File: src/rtl/key_event_decoder_if.sv
`default_nettype none
// ============================================================================
// Module      : key_event_decoder_if
// Description : Key event bus. Carries the debouncer strobe/level into the
//               decoder and the decoded press events back out.
// Revision    : 1.0 - initial release
// ============================================================================
interface key_event_decoder_if;

  logic key_flag;      // one-cycle strobe: key_value valid this cycle
  logic key_value;     // debounced level, 0 = pressed, 1 = released
  logic short_press;   // pulse: released before the long threshold
  logic long_press;    // pulse: held for the long threshold
  logic repeat_pulse;  // pulse: auto-repeat tick while held long
  logic key_busy;      // level: key currently held

  // Debouncer / stimulus side
  modport master (
    output key_flag,
    output key_value,
    input  short_press,
    input  long_press,
    input  repeat_pulse,
    input  key_busy
  );

  // Decoder side
  modport slave (
    input  key_flag,
    input  key_value,
    output short_press,
    output long_press,
    output repeat_pulse,
    output key_busy
  );

endinterface
`default_nettype wire

File: src/rtl/key_event_decoder.sv
`default_nettype none
// ============================================================================
// Module      : key_event_decoder
// Description : Classifies debounced key activity into short-press,
//               long-press and (optionally) auto-repeat pulses.
//               Optional feature macro: KEY_REPEAT_EN enables auto-repeat.
// Revision    : 1.0 - initial release
// ============================================================================
module key_event_decoder #(
  parameter logic [31:0] LONG_CNT   = 32'd50_000_000,
  parameter logic [31:0] REPEAT_CNT = 32'd10_000_000
) (
  input  wire logic         sys_clk,
  input  wire logic         sys_rst_n,
  key_event_decoder_if.slave bus
);

  typedef enum logic [1:0] {
    ST_IDLE      = 2'd0,
    ST_HELD      = 2'd1,
    ST_LONG_HELD = 2'd2
  } state_t;

  state_t      r_state;
  state_t      w_state_nxt;
  logic [31:0] r_hold_cnt;
  logic [31:0] w_hold_cnt_nxt;
  logic [31:0] w_hold_cnt_inc;
  logic        r_short;
  logic        w_short_nxt;
  logic        r_long;
  logic        w_long_nxt;
  logic        r_busy;
  logic        w_busy_nxt;

  logic        w_press;
  logic        w_release;
  logic        w_long_hit;

`ifdef KEY_REPEAT_EN
  logic [31:0] r_rep_cnt;
  logic [31:0] w_rep_cnt_nxt;
  logic [31:0] w_rep_cnt_inc;
  logic        r_repeat;
  logic        w_repeat_nxt;
`else
  // Repeat period has no meaning without auto-repeat; kept visible only so the
  // parameter list stays identical in both builds.
  logic [31:0] w_unused_repeat_cnt;
  assign w_unused_repeat_cnt = REPEAT_CNT;
`endif

  // key_value is only meaningful while the strobe is high
  assign w_press   = bus.key_flag & ~bus.key_value;
  assign w_release = bus.key_flag &  bus.key_value;

  // Saturating increment so a pathological LONG_CNT can never wrap the count
  assign w_hold_cnt_inc = (r_hold_cnt == 32'hFFFF_FFFF) ? r_hold_cnt
                                                        : r_hold_cnt + 32'd1;

  // Counter was cleared on the press edge, so it reads LONG_CNT-1 on the
  // edge that lies LONG_CNT edges after the press-sampling edge.
  assign w_long_hit = (r_hold_cnt >= (LONG_CNT - 32'd1));

`ifdef KEY_REPEAT_EN
  assign w_rep_cnt_inc = (r_rep_cnt == 32'hFFFF_FFFF) ? r_rep_cnt
                                                      : r_rep_cnt + 32'd1;
`endif

  // Next-state, counter and pulse decode; release always wins over thresholds
  always_comb begin
    w_state_nxt    = r_state;
    w_hold_cnt_nxt = r_hold_cnt;
    w_short_nxt    = 1'b0;
    w_long_nxt     = 1'b0;
`ifdef KEY_REPEAT_EN
    w_rep_cnt_nxt  = r_rep_cnt;
    w_repeat_nxt   = 1'b0;
`endif

    case (r_state)
      ST_IDLE: begin
        if (w_press) begin
          w_state_nxt    = ST_HELD;
          w_hold_cnt_nxt = 32'd0;
        end
      end

      ST_HELD: begin
        if (w_release) begin
          w_short_nxt    = 1'b1;
          w_state_nxt    = ST_IDLE;
          w_hold_cnt_nxt = 32'd0;
        end else if (w_long_hit) begin
          w_long_nxt     = 1'b1;
          w_state_nxt    = ST_LONG_HELD;
          w_hold_cnt_nxt = w_hold_cnt_inc;
`ifdef KEY_REPEAT_EN
          w_rep_cnt_nxt  = 32'd0;
`endif
        end else begin
          // A repeated press strobe lands here too and does not restart
          w_hold_cnt_nxt = w_hold_cnt_inc;
        end
      end

      ST_LONG_HELD: begin
        if (w_release) begin
          w_state_nxt    = ST_IDLE;
          w_hold_cnt_nxt = 32'd0;
`ifdef KEY_REPEAT_EN
          w_rep_cnt_nxt  = 32'd0;
`endif
        end
`ifdef KEY_REPEAT_EN
        else if (r_rep_cnt >= (REPEAT_CNT - 32'd1)) begin
          w_repeat_nxt   = 1'b1;
          w_rep_cnt_nxt  = 32'd0;
        end else begin
          w_rep_cnt_nxt  = w_rep_cnt_inc;
        end
`endif
      end

      default: begin
        w_state_nxt    = ST_IDLE;
        w_hold_cnt_nxt = 32'd0;
      end
    endcase

    w_busy_nxt = (w_state_nxt != ST_IDLE);
  end

  // State, hold counter and registered outputs
  always_ff @(posedge sys_clk) begin
    if (!sys_rst_n) begin
      r_state    <= ST_IDLE;
      r_hold_cnt <= 32'd0;
      r_short    <= 1'b0;
      r_long     <= 1'b0;
      r_busy     <= 1'b0;
    end else begin
      r_state    <= w_state_nxt;
      r_hold_cnt <= w_hold_cnt_nxt;
      r_short    <= w_short_nxt;
      r_long     <= w_long_nxt;
      r_busy     <= w_busy_nxt;
    end
  end

`ifdef KEY_REPEAT_EN
  // Auto-repeat counter and pulse register
  always_ff @(posedge sys_clk) begin
    if (!sys_rst_n) begin
      r_rep_cnt <= 32'd0;
      r_repeat  <= 1'b0;
    end else begin
      r_rep_cnt <= w_rep_cnt_nxt;
      r_repeat  <= w_repeat_nxt;
    end
  end

  assign bus.repeat_pulse = r_repeat;
`else
  assign bus.repeat_pulse = 1'b0;
`endif

  assign bus.short_press = r_short;
  assign bus.long_press  = r_long;
  assign bus.key_busy    = r_busy;

endmodule
`default_nettype wire

File: src/flat_wrapper.sv
// flat-port wrapper written by rule: the top's interface ports become plain ports
module key_event_decoder_flat 
#(
  parameter logic [31:0] LONG_CNT   = 32'd50_000_000,
  parameter logic [31:0] REPEAT_CNT = 32'd10_000_000
)
  (sys_clk, sys_rst_n, bus_key_flag, bus_key_value, bus_short_press, bus_long_press, bus_repeat_pulse, bus_key_busy);
  key_event_decoder_if bus_i ();
  input  wire logic sys_clk;
  input  wire logic sys_rst_n;
  input wire logic [$bits(bus_i.key_flag)-1:0] bus_key_flag;
  input wire logic [$bits(bus_i.key_value)-1:0] bus_key_value;
  output wire logic [$bits(bus_i.short_press)-1:0] bus_short_press;
  output wire logic [$bits(bus_i.long_press)-1:0] bus_long_press;
  output wire logic [$bits(bus_i.repeat_pulse)-1:0] bus_repeat_pulse;
  output wire logic [$bits(bus_i.key_busy)-1:0] bus_key_busy;
  assign bus_i.key_flag = bus_key_flag;
  assign bus_i.key_value = bus_key_value;
  assign bus_short_press = bus_i.short_press;
  assign bus_long_press = bus_i.long_press;
  assign bus_repeat_pulse = bus_i.repeat_pulse;
  assign bus_key_busy = bus_i.key_busy;
  key_event_decoder #(.LONG_CNT(LONG_CNT), .REPEAT_CNT(REPEAT_CNT)) u_core (.sys_clk(sys_clk), .sys_rst_n(sys_rst_n), .bus(bus_i));
endmodule
File: config.mk
export PLATFORM = sky130hd
export DESIGN_NAME = key_event_decoder_flat
export DESIGN_NICKNAME = d
export VERILOG_FILES = /design/src/rtl/key_event_decoder_if.sv /design/src/rtl/key_event_decoder.sv /design/src/flat_wrapper.sv
export SDC_FILE = /design/constraint.sdc
export NUM_CORES = 1
export LEC_CHECK = 0
export BUFFER_PORTS_ARGS = -buffer_cell sky130_fd_sc_hd__buf_2
export CAP_MARGIN = 15
export CORE_ASPECT_RATIO = 0.7
export CORE_MARGIN = 2
export CORE_UTILIZATION = 60
export DETAILED_ROUTE_END_ITERATION = 16
export GPL_TIMING_DRIVEN = 0
export MAX_ROUTING_LAYER = met4
export PLACE_DENSITY = 0.78
export SLEW_MARGIN = 20
export SYNTH_ARGS = -nofsm -noshare
export SYNTH_HDL_FRONTEND = slang
export SYNTH_SLANG_ARGS = --single-unit
export TNS_END_PERCENT = 100
File: constraint.sdc
create_clock -name sys_clk -period 4.1 [get_ports sys_clk]
set_clock_uncertainty 0.2 [all_clocks]
set_input_delay 0.205 -clock sys_clk [delete_from_list [all_inputs] [get_ports sys_clk]]
set_output_delay 0.205 -clock sys_clk [all_outputs]
set_load 0.005 [all_outputs]
==> flow_summary.yaml <==
cells_and_area:
  finalCoreUtilization: 0.680
  final_cells: 339
  fillers: 333
  drive_gt1_frac: 0.125
  area_growth_pct: 7.75
  antenna_cells: 0
  final_nets: 294
timing:
  fin_ws_ps: 1360
  min_period_ps: 2740
  setup_violations: 0
  tns_ps: 0
  rsz0062_at_grt: "no"
  fin_crit_sh: 0.668
  tightest_slew_ps: 780
  slew_violations: 0
  clock.fmax_ghz: 0.365
  slew_headroom: 0.480
  hold_violations: 0
worst_setup_path:
  cp-startpoint: "u_core.r_hold_cnt[0]$_SDFFE_PN0P_"
  r2r_slack_ps: 1360
  cp_data_required_time_ps: 4100
  start_kind: "register"
  r2r_end: "u_core.r_hold_cnt[17]$_SDFFE_PN0P_"
  r2r_cells: 7
  crit_family: "simple AND/OR/NAND/NOR gates"
  worst-path-buf-inv: 1
  cp.arrival_ps: 2740
  r2r-start: "u_core.r_hold_cnt[0]$_SDFFE_PN0P_"
  crit_path_max_fanout: 10
  path_class: "reg -> reg"
  path_cells: "ha_1 > nand3_2 > or4_4 > nor4_4 > nor2_1 > buf_4 > a211oi_1"
  cpPeakStageDelay_ps: 610
  cp_slowest_cell: "or4_4"
  endpoint_kind: "register"
clock_network:
  numCtsBuffers: 5
  root_buffer: "clkbuf_8"
  h-tree-depth: 2
  cts_hold_buf: 0
  cts_setup_buffers: 0
  cts_resized: 0
  cts_buffer_depth: 2
  clkSinkCount: 37
  insertion_delay_ps: 300
  clk_pin_slew_worst_paths_ps: 70
  cts_tree: "done"
floorplan:
  die_x_um: 77.1
  core_um2: 3560
  initial_utilization: 0.631
  core.rowCount: 18
  die_area_um2: 4250
  chipHeight_um: 55.2
  io_pins: 8
synthesis:
  synth_edf_count: 0
  synth_area_um2: 2240
  synth_cell_type_count: 57
  synth_most_common_cell: "dfxtp_1"
  synthesis.instances: 277
  synth_largest_area_cell: "dfxtp_1"
  yosys_warnings: 0
  postSynth.asyncResetShare: 0
  syn_nets: 282
  synth_commonest_cells: "dfxtp_1 (37), nand2_1 (25), a21oi_1 (17), nor2_1 (15), nand3_1 (14)"
  avgSynthCellArea_um2: 8.10
  yosysTopAreaCellShare: 0.330
  synth-seq-cells: 37
  synthFlopType: "dfxtp_1"
  ys_top_cells_by_area: "dfxtp_1 (33%), nand2_1 (4.2%), a21oi_1 (3.8%), o31ai_1 (3.7%), nand3_1 (3.1%)"
  seq_area_frac_synth: 0.330
route:
  viasPerCell: 6.91
  vias: 2341
  ant_nets: 0
  totalWireLength_mm: 6.46
  dr.first_iter.drc_count: 380
  avgRoutedWirePerCell_um: 19.1
  first_pass_iters: 5
  drc: 0
power:
  combPwrFrac: 0.116
  netSwitchingFraction: 0.270
  net-switching-power_uw: 191
  p_seq_frac: 0.513
  pwr-share-clk: 0.371
  power_uw: 709
  power_leakage_nw: 0.758
  p_int_uw: 518
  vdd_ir_drop_max_mv: 0.263
  power.density_nw_per_um2: 293
grt:
  antenna_found_initial: 0
  grt_usage: 0.336
  grt_pass1_vias: 2031
  grt_max_degree: 11
  grt_remaining_overflow: 0
  grt_pass1_wl_mm: 10.4
placed_design:
  place_hpwl_mm: 4.31
  place.gp.congestion: 0.966
  place_inst: 332
  portBuffers: 5
  post-place-ws_ps: 1460
flow_run:
  cap_violations: 0
hold_path:
  hold_depth: 3
  hp-class: "in -> reg"
  worstHoldStart: "bus_key_flag"
  holdPathEnd: "u_core.r_state[0]$_SDFF_PN0_"
outcome:
  status: "completed"
[worst register-to-register path: cells and delay by family (launching register included)]
family                   cells  cell delay, ps
AO/OA/AOI/OAI                1             230
buffers and inverters        1             250
adder cells (fa/ha/maj)      1             240
AND/OR/NAND/NOR              4            1330
flip-flops                   1             380
[power by group through the flow]
stage	Clock [mW]	Sequential, mW	Combinational, mW
after floorplan	0	0.372	0.0532
after global placement	0	0.372	0.0783
after detailed placement	0	0.372	0.0786
after CTS	0.264	0.364	0.0792
after global routing	0.276	0.364	0.0886
final	0.263	0.364	0.0822
[metal layers]
layer | vias up | routed length, um | global-route usage
li1 | 1106 | - | -
met1 | 1090 | 3030 | 0.463
met2 | 129 | 2580 | 0.466
met3 | 16 | 729 | 0.0974
met4 | 0 | 123 | 0.134
met5 | - | 0 | -
[metrics by stage]
| stage | area, um^2 | hold WS, ps |
|---|---|---|
| 2_1_floorplan | 2240 | 188 |
| 3_3_place_gp | 2330 | 300 |
| 3_5_place_dp | 2330 | 307 |
| 4_1_cts | 2420 | 53.6 |
| 5_1_grt | 2420 | 117 |
| 6_report | 2420 | 51.4 |
[cell families after synthesis]
group | Yosys count | share of synthesized area
adders and majority gates | 1 | 0.00557
other | 1 | 0.00167
DFF | 37 | 0.330
and+or+nand+nor | 117 | 0.292
AOI/OAI and AO/OA | 89 | 0.294
buffers and inverters | 27 | 0.0557
muxes | 2 | 0.00892
xor gates and xnor gates | 3 | 0.0117
[worst max path at each step]
stage                                               to  slack (ps)  cells after the start
floorplan            u_core.r_hold_cnt[8]$_SDFFE_PN0P_        1760                      7
global placement    u_core.r_hold_cnt[10]$_SDFFE_PN0P_        1470                      7
finish              u_core.r_hold_cnt[17]$_SDFFE_PN0P_        1360                      7
global route        u_core.r_hold_cnt[23]$_SDFFE_PN0P_        1270                      7
detailed placement  u_core.r_hold_cnt[17]$_SDFFE_PN0P_        1460                      7
CTS                 u_core.r_hold_cnt[17]$_SDFFE_PN0P_        1420                      7
[layout make-up]
cell class,instances,area (um^2),share of cell area
Multi-Input combinational cell,213,1380,0.570
Sequential cell,37,741,0.306
Buffer,22,106,0.0440
Clock buffer,7,86.3,0.0357
Tap cell,50,62.6,0.0259
Timing Repair Buffer,5,25.0,0.0103
Inverter,5,18.8,0.00776
[layout by cell type (no fill, tap or decap), types with 3 or more instances in the layout]
master,n
dfxtp_1,37
nand2_1,25
a21oi_1,17
nor2_1,15
clkbuf_1,14
nand3_1,14
nand4_1,11
o31ai_1,11
nor3_1,11
o21ai_0,10
buf_2,9
and3_1,6
or3_1,6
nor4_1,6
clkbuf_8,6
buf_4,5
inv_1,5
o311ai_0,5
o211ai_1,5
a31oi_1,5
or4_1,4
nand2b_1,4
xnor2_1,3
a21o_1,3
a311oi_2,3
a211oi_1,3
a31o_2,3
a41oi_1,3
[registers in the layout (all words and copies together) (netlist names)]
name	cells
u_core.r_hold_cnt	32
u_core.r_state	2
u_core.bus.key_busy	1
u_core.bus.long_press	1
u_core.bus.short_press	1
Power figures use the tool's default switching activity.
